**config.mk**
```make
export PLATFORM = sky130hd
export DESIGN_NAME = hamming_decoder
export DESIGN_NICKNAME = d
export VERILOG_FILES = /design/src/rtl/hamming_decoder.sv
export SDC_FILE = /design/constraint.sdc
export NUM_CORES = 1
export LEC_CHECK = 0
export BUFFER_PORTS_ARGS = -buffer_cell sky130_fd_sc_hd__buf_4
export CAP_MARGIN = 15
export CORE_ASPECT_RATIO = 1.4
export CORE_UTILIZATION = 50
export CTS_CLUSTER_SIZE = 8
export DETAILED_ROUTE_END_ITERATION = 7
export PLACE_DENSITY_LB_ADDON = 0.1
export SETUP_SLACK_MARGIN = 0.1
export SLEW_MARGIN = 15
export SYNTH_ARGS = -nofsm -noshare
export SYNTH_HDL_FRONTEND = slang
export SYNTH_SLANG_ARGS = --single-unit
```
**constraint.sdc**
```tcl
create_clock -name clk -period 10.2 [get_ports clk]
set_clock_uncertainty 0.2 [all_clocks]
set_input_delay 0.51 -clock clk [delete_from_list [all_inputs] [get_ports clk]]
set_output_delay 0.51 -clock clk [all_outputs]
set_load 0.01 [all_outputs]
```
**src/rtl/hamming_decoder.sv**
```systemverilog
// SEC-DED decoder for the shortened odd-weight-column Hamming code (8/16/32-bit codewords).
// Stage 1 forms the syndrome, stage 2 classifies/corrects, then the output register and error counters.
module hamming_decoder #(
   parameter int DATA_WIDTH = 32,
   parameter int AMBA_WORD  = 32,
   parameter int CNT_WIDTH  = 16
) (
   input  logic                 clk,
   input  logic                 rst,
   input  logic                 START,
   input  logic [1:0]           CODEWORD_WIDTH,
   input  logic [AMBA_WORD-1:0] DATA_IN,
   input  logic                 CLR_CNT,
   output logic [AMBA_WORD-1:0] DATA_OUT,
   output logic [1:0]           NUM_OF_ERRORS,
   output logic                 VALID_OUT,
   output logic [CNT_WIDTH-1:0] CORR_CNT,
   output logic [CNT_WIDTH-1:0] UNCORR_CNT
);

   // Handshake: no backpressure. A word is accepted on every rising edge with START=1;
   // its result is presented for exactly one cycle with VALID_OUT=1, two edges later, in order.

   localparam int KMAX = DATA_WIDTH - 6;

   // Parity-check columns per data bit; the leftmost entry belongs to the data MSB.
   localparam logic [4*4-1:0]  COL_S = {4'd7, 4'd14, 4'd13, 4'd11};
   localparam logic [11*5-1:0] COL_M = {5'd7, 5'd11, 5'd13, 5'd14, 5'd19, 5'd21,
                                        5'd22, 5'd25, 5'd26, 5'd28, 5'd31};
   localparam logic [26*6-1:0] COL_L = {6'd7,  6'd11, 6'd13, 6'd14, 6'd19, 6'd21,
                                        6'd22, 6'd25, 6'd26, 6'd28, 6'd31, 6'd35,
                                        6'd37, 6'd38, 6'd41, 6'd42, 6'd44, 6'd47,
                                        6'd49, 6'd50, 6'd52, 6'd55, 6'd56, 6'd59,
                                        6'd61, 6'd62};

   function automatic logic [5:0] col_of(input logic [1:0] sz, input int i);
      logic [5:0] c;
      c = '0;
      case (sz)
         2'b00:   if (i < 4)  c = {2'b00, COL_S[i*4 +: 4]};
         2'b01:   if (i < 11) c = {1'b0, COL_M[i*5 +: 5]};
         default: if (i < 26) c = COL_L[i*6 +: 6];
      endcase
      return c;
   endfunction

   // ---------------- stage 1: split and syndrome ----------------
   logic [KMAX-1:0] in_data;
   logic [5:0]      in_rx;
   logic [5:0]      in_calc;

   always_comb begin
      in_data = '0;
      in_rx   = '0;
      case (CODEWORD_WIDTH)
         2'b00: begin
            in_data[3:0] = DATA_IN[7:4];
            in_rx[3:0]   = DATA_IN[3:0];
         end
         2'b01: begin
            in_data[10:0] = DATA_IN[15:5];
            in_rx[4:0]    = DATA_IN[4:0];
         end
         default: begin
            in_data = DATA_IN[31:6];
            in_rx   = DATA_IN[5:0];
         end
      endcase
      in_calc = '0;
      for (int i = 0; i < KMAX; i++) begin
         if (in_data[i]) in_calc = in_calc ^ col_of(CODEWORD_WIDTH, i);
      end
   end

   logic            s1_valid;
   logic [1:0]      s1_size;
   logic [KMAX-1:0] s1_data;
   logic [5:0]      s1_syn;

   always_ff @(posedge clk or negedge rst) begin
      if (!rst) begin
         s1_valid <= 1'b0;
         s1_size  <= 2'b00;
         s1_data  <= '0;
         s1_syn   <= '0;
      end else begin
         s1_valid <= START;
         if (START) begin
            s1_size <= (CODEWORD_WIDTH == 2'b11) ? 2'b10 : CODEWORD_WIDTH;
            s1_data <= in_data;
            s1_syn  <= in_rx ^ in_calc;
         end
      end
   end

   // ---------------- stage 2: classify and correct ----------------
   logic [KMAX-1:0] flip_mask;
   logic [2:0]      syn_wt;
   logic [KMAX-1:0] cls_data;
   logic [1:0]      cls_err;

   always_comb begin
      flip_mask = '0;
      for (int i = 0; i < KMAX; i++) begin
         flip_mask[i] = (s1_syn != 6'd0) && (col_of(s1_size, i) == s1_syn);
      end
      syn_wt   = 3'($countones(s1_syn));
      cls_data = s1_data;
      cls_err  = 2'b00;
      if (s1_syn == 6'd0) begin
         cls_err = 2'b00;
      end else if (syn_wt == 3'd1) begin
         cls_err = 2'b01;    // check-bit error, data already correct
      end else if (syn_wt[0] && (|flip_mask)) begin
         cls_data = s1_data ^ flip_mask;
         cls_err  = 2'b01;
      end else begin
         cls_err = 2'b10;
      end
   end

   logic            s2_valid;
   logic [KMAX-1:0] s2_data;
   logic [1:0]      s2_err;

   always_ff @(posedge clk or negedge rst) begin
      if (!rst) begin
         s2_valid <= 1'b0;
         s2_data  <= '0;
         s2_err   <= 2'b00;
      end else begin
         s2_valid <= s1_valid;
         if (s1_valid) begin
            s2_data <= cls_data;
            s2_err  <= cls_err;
         end
      end
   end

   // ---------------- output register and statistics ----------------
   always_ff @(posedge clk or negedge rst) begin
      if (!rst) begin
         VALID_OUT     <= 1'b0;
         DATA_OUT      <= '0;
         NUM_OF_ERRORS <= 2'b00;
      end else begin
         VALID_OUT <= s2_valid;
         if (s2_valid) begin
            DATA_OUT      <= {{(AMBA_WORD-KMAX){1'b0}}, s2_data};
            NUM_OF_ERRORS <= s2_err;
         end
      end
   end

   // Counters follow the presented result; a clear in the same cycle overrides the increment.
   always_ff @(posedge clk or negedge rst) begin
      if (!rst) begin
         CORR_CNT   <= '0;
         UNCORR_CNT <= '0;
      end else if (CLR_CNT) begin
         CORR_CNT   <= '0;
         UNCORR_CNT <= '0;
      end else if (VALID_OUT) begin
         if ((NUM_OF_ERRORS == 2'b01) && !(&CORR_CNT))
            CORR_CNT <= CORR_CNT + CNT_WIDTH'(1);
         if ((NUM_OF_ERRORS == 2'b10) && !(&UNCORR_CNT))
            UNCORR_CNT <= UNCORR_CNT + CNT_WIDTH'(1);
      end
   end

endmodule
```
Word level (Yosys, flattened, before mapping) --
Index checks and enable logic that the tools add are counted.
Operators by class: reduce and logical (&&, ||, !) cells 45, multiplexer cells 121, equal/unequal tests 32, bitwise operators 27, add/subtract/negate cells 7
Operator list (number):
- $mux 6 | 59
- $pmux 6 s2 | 22
- $eq 6x6->1 | 26
- $xor 6x6->6 | 26
- $mux 16 | 6
- $mux 26 | 3
- $mux 5 | 14
- $add 16x1->16 const B | 2
- $reduce_and 16->1 | 2
- $logic_and 1x1->1 | 29
- $reduce_or 26->1 | 1
- $xor 26x26->26 | 1
- $mux 4 | 6
- $mux 15 | 1
- $pmux 7 s2 | 1
- $mux 2 | 4
- $pmux 4 s2 | 1
- $add 1x1->2 | 3
- $eq 2x1->1 const B | 3
- $logic_not 6->1 | 1
- $mux 3 | 2
- $reduce_bool 2->1 | 3
- $reduce_bool 6->1 | 1
- $eq 2x2->1 const B | 2
- 8 further kinds | 13
Word-level totals: bits in registers 125, word-level logic and storage cells 244, output and inout bits 67, input port bits 38

Depth between registers and ports, before layout --
Gate-level depths: netlist of run 1.
depth in word-level cells 54, mapped depth 14

Worst setup path before layout of run 1 --
Ideal clock, no wire load.
path type reg-to-reg, start point register s1_syn[1], end point register s2_data[9], stages on the path, launching flop included 15, library setup time 0.077 ns, slack 6.599 ns, path buffers 0, arrival time 3.323 ns, clock period less this slack 3.601 ns, cells stage by stage dfrtp_1 -> fa_1 -> inv_1 -> fa_1 -> inv_1 -> ha_1 -> inv_1 -> fa_1 -> a21bo_2 -> a21oi_1 -> nand3_1 -> nor2_1 -> nand2_1 -> xor2_1 -> a21oi_1
Between the ends: cells in the longest elaborated chain, start to end 7, elaborated cells between the ends (all ways) 64, those cells by class add/sub: 3; eq/ne: 27; mux: 3; bitwise: 1; reduce/logical: 30
RTL lines:
- start, declared | line 78 | logic [5:0] s1_syn;
- start signal, assigned | line 91 | s1_syn <= in_rx ^ in_calc;
- $add 1x1->2 (not written as such), or another cell as far along | line 107 | syn_wt = 3'($countones(s1_syn));
- $add 2x2->3 (not written as such) / $logic_and 1x1->1 (equally long branches) | line 107, 105
- $add 3x2->3 (not written as such) / $reduce_or 26->1 (equally long branches) | line 107, 114
- $logic_and 1x1->1 | line 114 | end else if (syn_wt[0] && (|flip_mask)) begin
- $mux 26 | line 114
- $mux 26 | line 112 | end else if (syn_wt == 3'd1) begin
- $mux 26 * | line 110 | if (s1_syn == 6'd0) begin
- end signal, assigned | line 134 | s2_data <= cls_data;
- end, declared | line 123 | logic [KMAX-1:0] s2_data;
Mark *: on every way between the ends. The rest lies on a longest branch, timed or not. A chain may end at the register's enable or synchronous reset.

Worst setup path after layout of run 1 --
start point register s1_syn[3], end point register s2_data[9]
The elaborated chain is that of the path after synthesis.

==> summary.md, run 1 <==
| Metric | Value |
|---|---|
| Leak pwr | `3.91 nW` |
| IO Count | `105` |
| Share of layout cells above drive strength 1 | `0.215` |
| Critical path's slowest cell | `dfrtp_1` |
| Setup CP Type | `register to register` |
| Register area share after synthesis | `0.402` |
| Insertion delay to the later sink of the worst-skew pair | `0.41 ns` |
| Synth Register Bits | `125` |
| Diodes inserted | `0` |
| Max incr delay on CP | `0.99 ns` |
| CP endpoint kind | `register` |
| Initial antenna violation count | `0` |
| Final Max Slew Viols | `0` |
| Yosys cell types | `73` |
| Area Growth Syn to Fin | `17.5%` |
| Clock Sinks | `125` |
| Critical Path, Cell by Cell | `fa_1 > inv_1 > fa_1 > inv_1 > ha_1 > inv_1 > fa_1 > a21bo_2 > a21oi_1 > nand3_1 > nor2_1 > nand2_1 > xor2_1 > a21oi_1` |
| RSZ-0062 raised after global routing | `false` |
| Data required, critical path | `10.26 ns` |
| Average routed wire per standard cell | `18.3 µm` |
| Startpoint types | `register` |
| Buffer depth of the longest clock path | `2` |
| Clk slew on worst S/H paths | `0.06 ns` |
| Routability Congestion | `0.911` |
| Detailed Routing Iterations Pass 1 | `7` |
| Worst-Margin Slew | `0.991 ns` |
| Num rows | `53` |
| Final instance area | `9150 µm²` |
| Die area | `16100 µm²` |
| GRT Util Overall | `0.261` |
| Starting DRT DRC Count | `373` |
| Post-Synthesis Cells | `827` |
| Status | `complete, no violations` |
| Root Buffer | `clkbuf_16` |
| Final setup fails | `0` |
| Mean Syn Cell Area | `9.42 µm²` |
| Relative slew slack | `0.339` |
| Hold_ws | `0.169 ns` |
| Synthesis warning total | `0` |
| WP data arrival | `4.56 ns` |
| Area after DPL | `8470 µm²` |
| Pwr Density | `231 nW/µm²` |
| Post-route ant nets | `0` |
| Tot Pwr | `2.11 mW` |
| Total grt overflow | `0` |
| Num CTS Buffers | `17` |
| Vias in the first global route | `5984` |
| Die Span Y | `150 µm` |
| Fin. Hold Viols | `0` |
| Max-Cap Viols | `0` |
| Fmax | `0.222 GHz` |
| Main synth FF type | `dfrtp_1` |
| Die X | `107 µm` |
| VDD IR max | `116 µV` |
| Hold Path Class | `primary input to register` |
| Asr flop ratio synth | `1.00` |
| DR vias | `6083` |
| H-tree Lvls | `4` |
| Setup TNS Final | `0 ns` |
| Port bufs | `98` |
| Post-route minimum period | `4.50 ns` |
| EDFF count, synth | `0` |
| Largest net degree at the start of global routing | `78` |
| Worst Path Max Fanout | `29` |
| Final nets | `936` |
| Post-DP HPWL | `15000 µm` |
| Synthesized area | `7790 µm²` |
| Tcrit/Tclk final | `0.441` |
| Post-route DRC | `0` |
| Total Wirelength | `20000 µm` |
| First-pass GRT wire length | `31700 µm` |
| CTS tree | `yes` |
| Vias per cell | `5.56` |
| Filler cell count in the final layout | `1356` |
| Postcts setup bufs | `0` |
| Core ar. | `15100 µm²` |
| Initial Util | `0.515` |
==> registers in the layout, summed over array words and instances, names as in the netlist <==
signal and flops:
CORR_CNT 16, DATA_OUT 26, NUM_OF_ERRORS 2, UNCORR_CNT 16, VALID_OUT 1, s1_data 26
s1_size 2, s1_syn 6, s1_valid 1, s2_data 26, s2_err 2, s2_valid 1
==> worst paths after layout <==
check                      slack (ns)            to        start  depth (start not counted)
min reg2reg                      0.31   DATA_OUT[6]  DATA_OUT[6]                          1
max reg2reg                      5.70    s2_data[9]    s1_syn[3]                         14
min in group asynchronous        0.46  DATA_OUT[16]          rst                          2
max in group asynchronous        7.91      s2_valid          rst                          3
min                              0.17   s1_data[22]  DATA_IN[28]                          3
max                              5.70    s2_data[9]    s1_syn[3]                         14
==> placed cells by master, fill, tap and decap left out, drive strengths merged, types with 7 or more instances in the layout <==
cell,n
nand3,39
xor2,51
a22oi,13
clkbuf,19
nand2,50
nor3,15
a21oi,57
o21ai,38
and4,9
mux2,35
dfrtp,125
nor2b,7
xnor2,92
buf,104
nand4,8
inv,34
nor2,91
and2,9
==> power by group <==
part | internal [mW] | switching (mW) | leakage (nW)
Combinational | 0.330 | 0.457 | 2.04
Sequential | 0.565 | 0.0920 | 1.55
Clock | 0.448 | 0.220 | 0.320
==> through the flow <==
stage	utilization	instances	setup WS, ns
3_3_place_gp	0.560	1063	5.91
5_1_grt	0.605	1095	5.40
3_5_place_dp	0.560	1063	5.75
6_report	0.605	1095	5.70
2_1_floorplan	-	832	6.60
4_1_cts	0.605	1095	5.72
==> critical path: cells and delay by family, from the launching register on <==
family | cells | cell delay, ns
buffers and inverters | 3 | 0.21
AOI/OAI and AO/OA | 3 | 0.74
DFF | 1 | 0.99
adders and majority gates | 4 | 1.56
and+or+nand+nor | 3 | 0.52
xor gates and xnor gates | 1 | 0.14
==> cell type report <==
type                    count  area, µm²  area share
well taps                 192        240      0.0263
clock inverters            12        210      0.0230
inverters                  32        120      0.0131
flip-flops and latches    125       3130       0.342
repair buffers            105        791      0.0864
multi-input cells         610       4200       0.460
clock buffers              19        453      0.0495
==> synthesized netlist by cell type, types with 13 or more instances <==
library cell / count / share of area
xor2_1: 50 / 0.056
nor2_1: 90 / 0.043
nand3_1: 38 / 0.024
dfrtp_1: 125 / 0.40
buf_4: 14 / 0.013
inv_1: 32 / 0.015
a22oi_1: 13 / 0.013
nor3_1: 15 / 0.0096
nand2_1: 50 / 0.024
xnor2_1: 89 / 0.10
buf_2: 20 / 0.013
a21oi_1: 56 / 0.036
mux2_2: 35 / 0.051
o21ai_0: 35 / 0.022
clkbuf_1: 21 / 0.010
==> routing by layer <==
metal,share of wire,GRT usage
met3,0.030,0.0344
met5,0,0
met4,0.034,0.119
met2,0.55,0.487
met1,0.39,0.290
==> kinds of logic (layout without fill, tap and decap cells) <==
kind of cell,after synthesis,count (layout),share of synthesized area
other,1,6,0.000482
buffers and inverters,97,168,0.0607
flip-flops,125,125,0.402
multiplexers,41,41,0.0583
adder cells (fa/ha/maj),7,7,0.0141
AO/OA/AOI/OAI,148,148,0.124
XOR/XNOR,146,146,0.175
AND/OR/NAND/NOR,262,262,0.165
==> what timing repair did <==
item	in CTS	in global routing
hold buffers	1	0
gates resized for setup	0	0
setup endpoints to repair	0	0
hold endpoints to repair	48	0
Note: power is estimated with default switching activity, not from simulation.
==> run 2, diff against run 1 <==
clock period = 3.8 ns   (was 10.2 ns; I/O delays follow)
==> summary.md, run 2 (synthesis results as in run 1) <==
| Metric | Value |
|---|---|
| Comb pwr share | `0.429 (+0.056)` |
| R2r worst-path depth | `13 (-1)` |
| Max-Cap Viols | `0 (unchanged)` |
| Core ar. | `15100 µm² (unchanged)` |
| Tot Pwr | `5.93 mW (+180%)` |
| Root Buffer | `clkbuf_16` |
| Leak pwr | `4.05 nW (+3.4%)` |
| Post-route DRC | `0 (unchanged)` |
| Detailed Routing Iterations Pass 1 | `5 (-2)` |
| Vias per cell | `5.59 (+0.56%)` |
| Fin. Hold Viols | `0 (unchanged)` |
| Worst-Margin Slew | `0.804 ns (-0.187 ns)` |
| DR vias | `6296 (+3.5%)` |
| Routability Congestion | `0.882 (-3.2%)` |
| Clock Sinks | `125 (unchanged)` |
| Most common cell after layout, fill and taps aside | `dfrtp_1` |
| Fmax | `0.276 GHz (+24%)` |
| Die X | `107 µm (unchanged)` |
| Final setup fails | `0 (unchanged)` |
| Worst hold path depth | `1 (-2)` |
| Clock power share | `0.289 (-0.027)` |
| Starting DRT DRC Count | `403 (+8.0%)` |
| Die Span Y | `150 µm (unchanged)` |
| Final nets | `968 (+3.4%)` |
| Num CTS Buffers | `17 (unchanged)` |
| Hold path start | `START` |
| Setup CP Type | `register to register` |
| R2r startpoint | `s1_syn[3]` |
| Insertion delay to the later sink of the worst-skew pair | `0.41 ns (about the same)` |
| Initial Util | `0.515 (unchanged)` |
| Diodes inserted | `0 (unchanged)` |
| P_int | `3.72 mW (+180%)` |
| Switch share | `0.373 (+0.00851)` |
| Total grt overflow | `0 (unchanged)` |
| Total Wirelength | `20500 µm (+2.1%)` |
| VDD IR max | `407 µV (+250%)` |
| Hold Path Class | `primary input to register` |
| RSZ-0062 raised after global routing | `true` |
| Switch Pwr | `2.21 mW (+190%)` |
| Post-route minimum period | `3.62 ns (-0.879 ns)` |
| GRT Util Overall | `0.265 (+0.00480)` |
| Port bufs | `98 (unchanged)` |
| Top flop regs | `DATA_OUT (26), s1_data (26), s2_data (26)` |
| Num rows | `53 (unchanged)` |
| Average routed wire per standard cell | `18.1 µm (-0.83%)` |
| CP endpoint kind | `register` |
| Register share of total power | `0.282 (-0.029)` |
| Max incr delay on CP | `0.54 ns (-0.45 ns)` |
| Buffer depth of the longest clock path | `2 (unchanged)` |
| Tcrit/Tclk final | `0.952 (+0.511)` |
| Area Growth Syn to Fin | `21.9%` |
| Reg2reg end | `s2_data[7]` |
| Setup TNS Final | `0 ns (unchanged)` |
| Post-route ant nets | `0 (unchanged)` |
| Dpl cells | `1073 (+0.94%)` |
| Seq. cell area | `3130 µm² (unchanged)` |
| Post-DP HPWL | `14900 µm (-0.47%)` |
| Critical Path, Cell by Cell | `fa_1 > inv_1 > fa_1 > inv_1 > ha_2 > inv_2 > fa_1 > nand2_1 > nand3_1 > nor3_1 > buf_4 > xnor2_1 > a21oi_1` |
| Pwr Density | `624 nW/µm² (+170%)` |
| Multi-input logic area | `4270 µm² (+1.6%)` |
| Vias in the first global route | `6262 (+4.6%)` |
| Final Max Slew Viols | `0 (unchanged)` |
| Data required, critical path | `3.88 ns (-6.38 ns)` |
| H-tree Lvls | `4 (unchanged)` |
| Die area | `16100 µm² (unchanged)` |
| IO Count | `105 (unchanged)` |
| Filler cell count in the final layout | `1289 (-4.9%)` |
| Largest net degree at the start of global routing | `69 (-12%)` |
| CTS tree | `yes` |
| Status | `complete, no violations` |
| Initial antenna violation count | `0 (unchanged)` |
| Most frequent cells in the layout | `124 x dfrtp_1, 113 x buf_4, 89 x nor2_1, 89 x xnor2_1, 55 x a21oi_1` |
| Crit path top cell by count | `fa_1` |
| Critical path's slowest cell | `fa_1` |
| Clk slew on worst S/H paths | `0.06 ns (about the same)` |
| Worst Path Max Fanout | `5 (-83%)` |
| Relative slew slack | `0.464 (+0.125)` |
| Hold_ws | `0.0251 ns (-0.144 ns)` |
| Final Non-Filler Cells | `1127 (+2.9%)` |
| First-pass GRT wire length | `32400 µm (+2.0%)` |
| Hold EP | `s1_valid` |
| Worst R2R Setup Slack | `0.18 ns (-5.52 ns)` |
| Startpoint types | `register` |
| Share of layout cells above drive strength 1 | `0.228 (+0.0130)` |
| WP data arrival | `3.70 ns (-0.86 ns)` |
| Util after Layout | `0.628 (+0.0227)` |
-- run 2: cell types whose count changed in the layout (fill, tap and decap cells not counted), sizes merged --
cell,before,now
buf,104,115
bufinv,5,4
clkinv,4,5
clkinvlp,1,2
dlygate4sd3,1,22
inv,34,33
-- run 2: critical path: cells and delay by family, from the launching register on --
kind	cells	cell delay [ns]
AO/OA/AOI/OAI	1	0.08
XOR/XNOR	1	0.11
adder cells (fa/ha/maj)	4	1.60
buffers and inverters	4	0.35
flip-flops	1	0.40
AND/OR/NAND/NOR	3	0.76
-- run 2: area by class of cell --
class,count,share of cell area
tap,192,0.0253
sequential,125,0.330
timing repair buffer,137,0.116
inverter,32,0.0127
multi-input combinational,610,0.450
clock inverter,12,0.0198
clock buffer,19,0.0467
-- run 2: worst max path at each step --
| stage | depth (start not counted) | end | startpoint |
|---|---|---|---|
| 4_1_cts | 15 | s2_data[9] | s1_syn[0] |
| 3_5_place_dp | 15 | s2_data[8] | s1_syn[0] |
| 2_1_floorplan | 14 | s2_data[9] | s1_syn[1] |
| 6_report | 13 | s2_data[7] | s1_syn[3] |
| 3_3_place_gp | 15 | s2_data[9] | s1_syn[0] |
| 5_1_grt | 13 | s2_data[7] | s1_syn[3] |
-- run 2: metrics by stage --
stage | setup slack (ns) | cell area, µm²
finish | 0.182 | 9490
global route | 0.0658 | 9490
CTS | 0.108 | 9410
detailed placement | 0.0973 | 8560
global placement | 0.194 | 8560
floorplan | 0.199 | 7800
-- run 2: power groups by stage --
| stage | clock [mW] | combinational (mW) | sequential (mW) |
|---|---|---|---|
| floorplan | 0 | 1.61 | 1.68 |
| global placement | 0 | 2.28 | 1.69 |
| global route | 1.81 | 2.76 | 1.70 |
| CTS | 1.74 | 2.33 | 1.67 |
| detailed placement | 0 | 2.30 | 1.69 |
| finish | 1.71 | 2.54 | 1.67 |
-- run 2: layer usage --
metal  GRT usage  up-vias  wire length (µm)
met1       0.299     3070              8020
li1            -     2995                 -
met5           0        -                 0
met3      0.0353       47               590
met2       0.480      184             11000
met4       0.146        0               873
-- run 2: what timing repair did --
| item | in CTS | in global routing |
|---|---|---|
| buffers inserted | 0 | 1 |
| endpoints found under the setup margin | 0 | 16 |
| endpoints found under the hold margin | 104 | 0 |
| hold buffers | 22 | 0 |
| gates resized for setup | 0 | 14 |
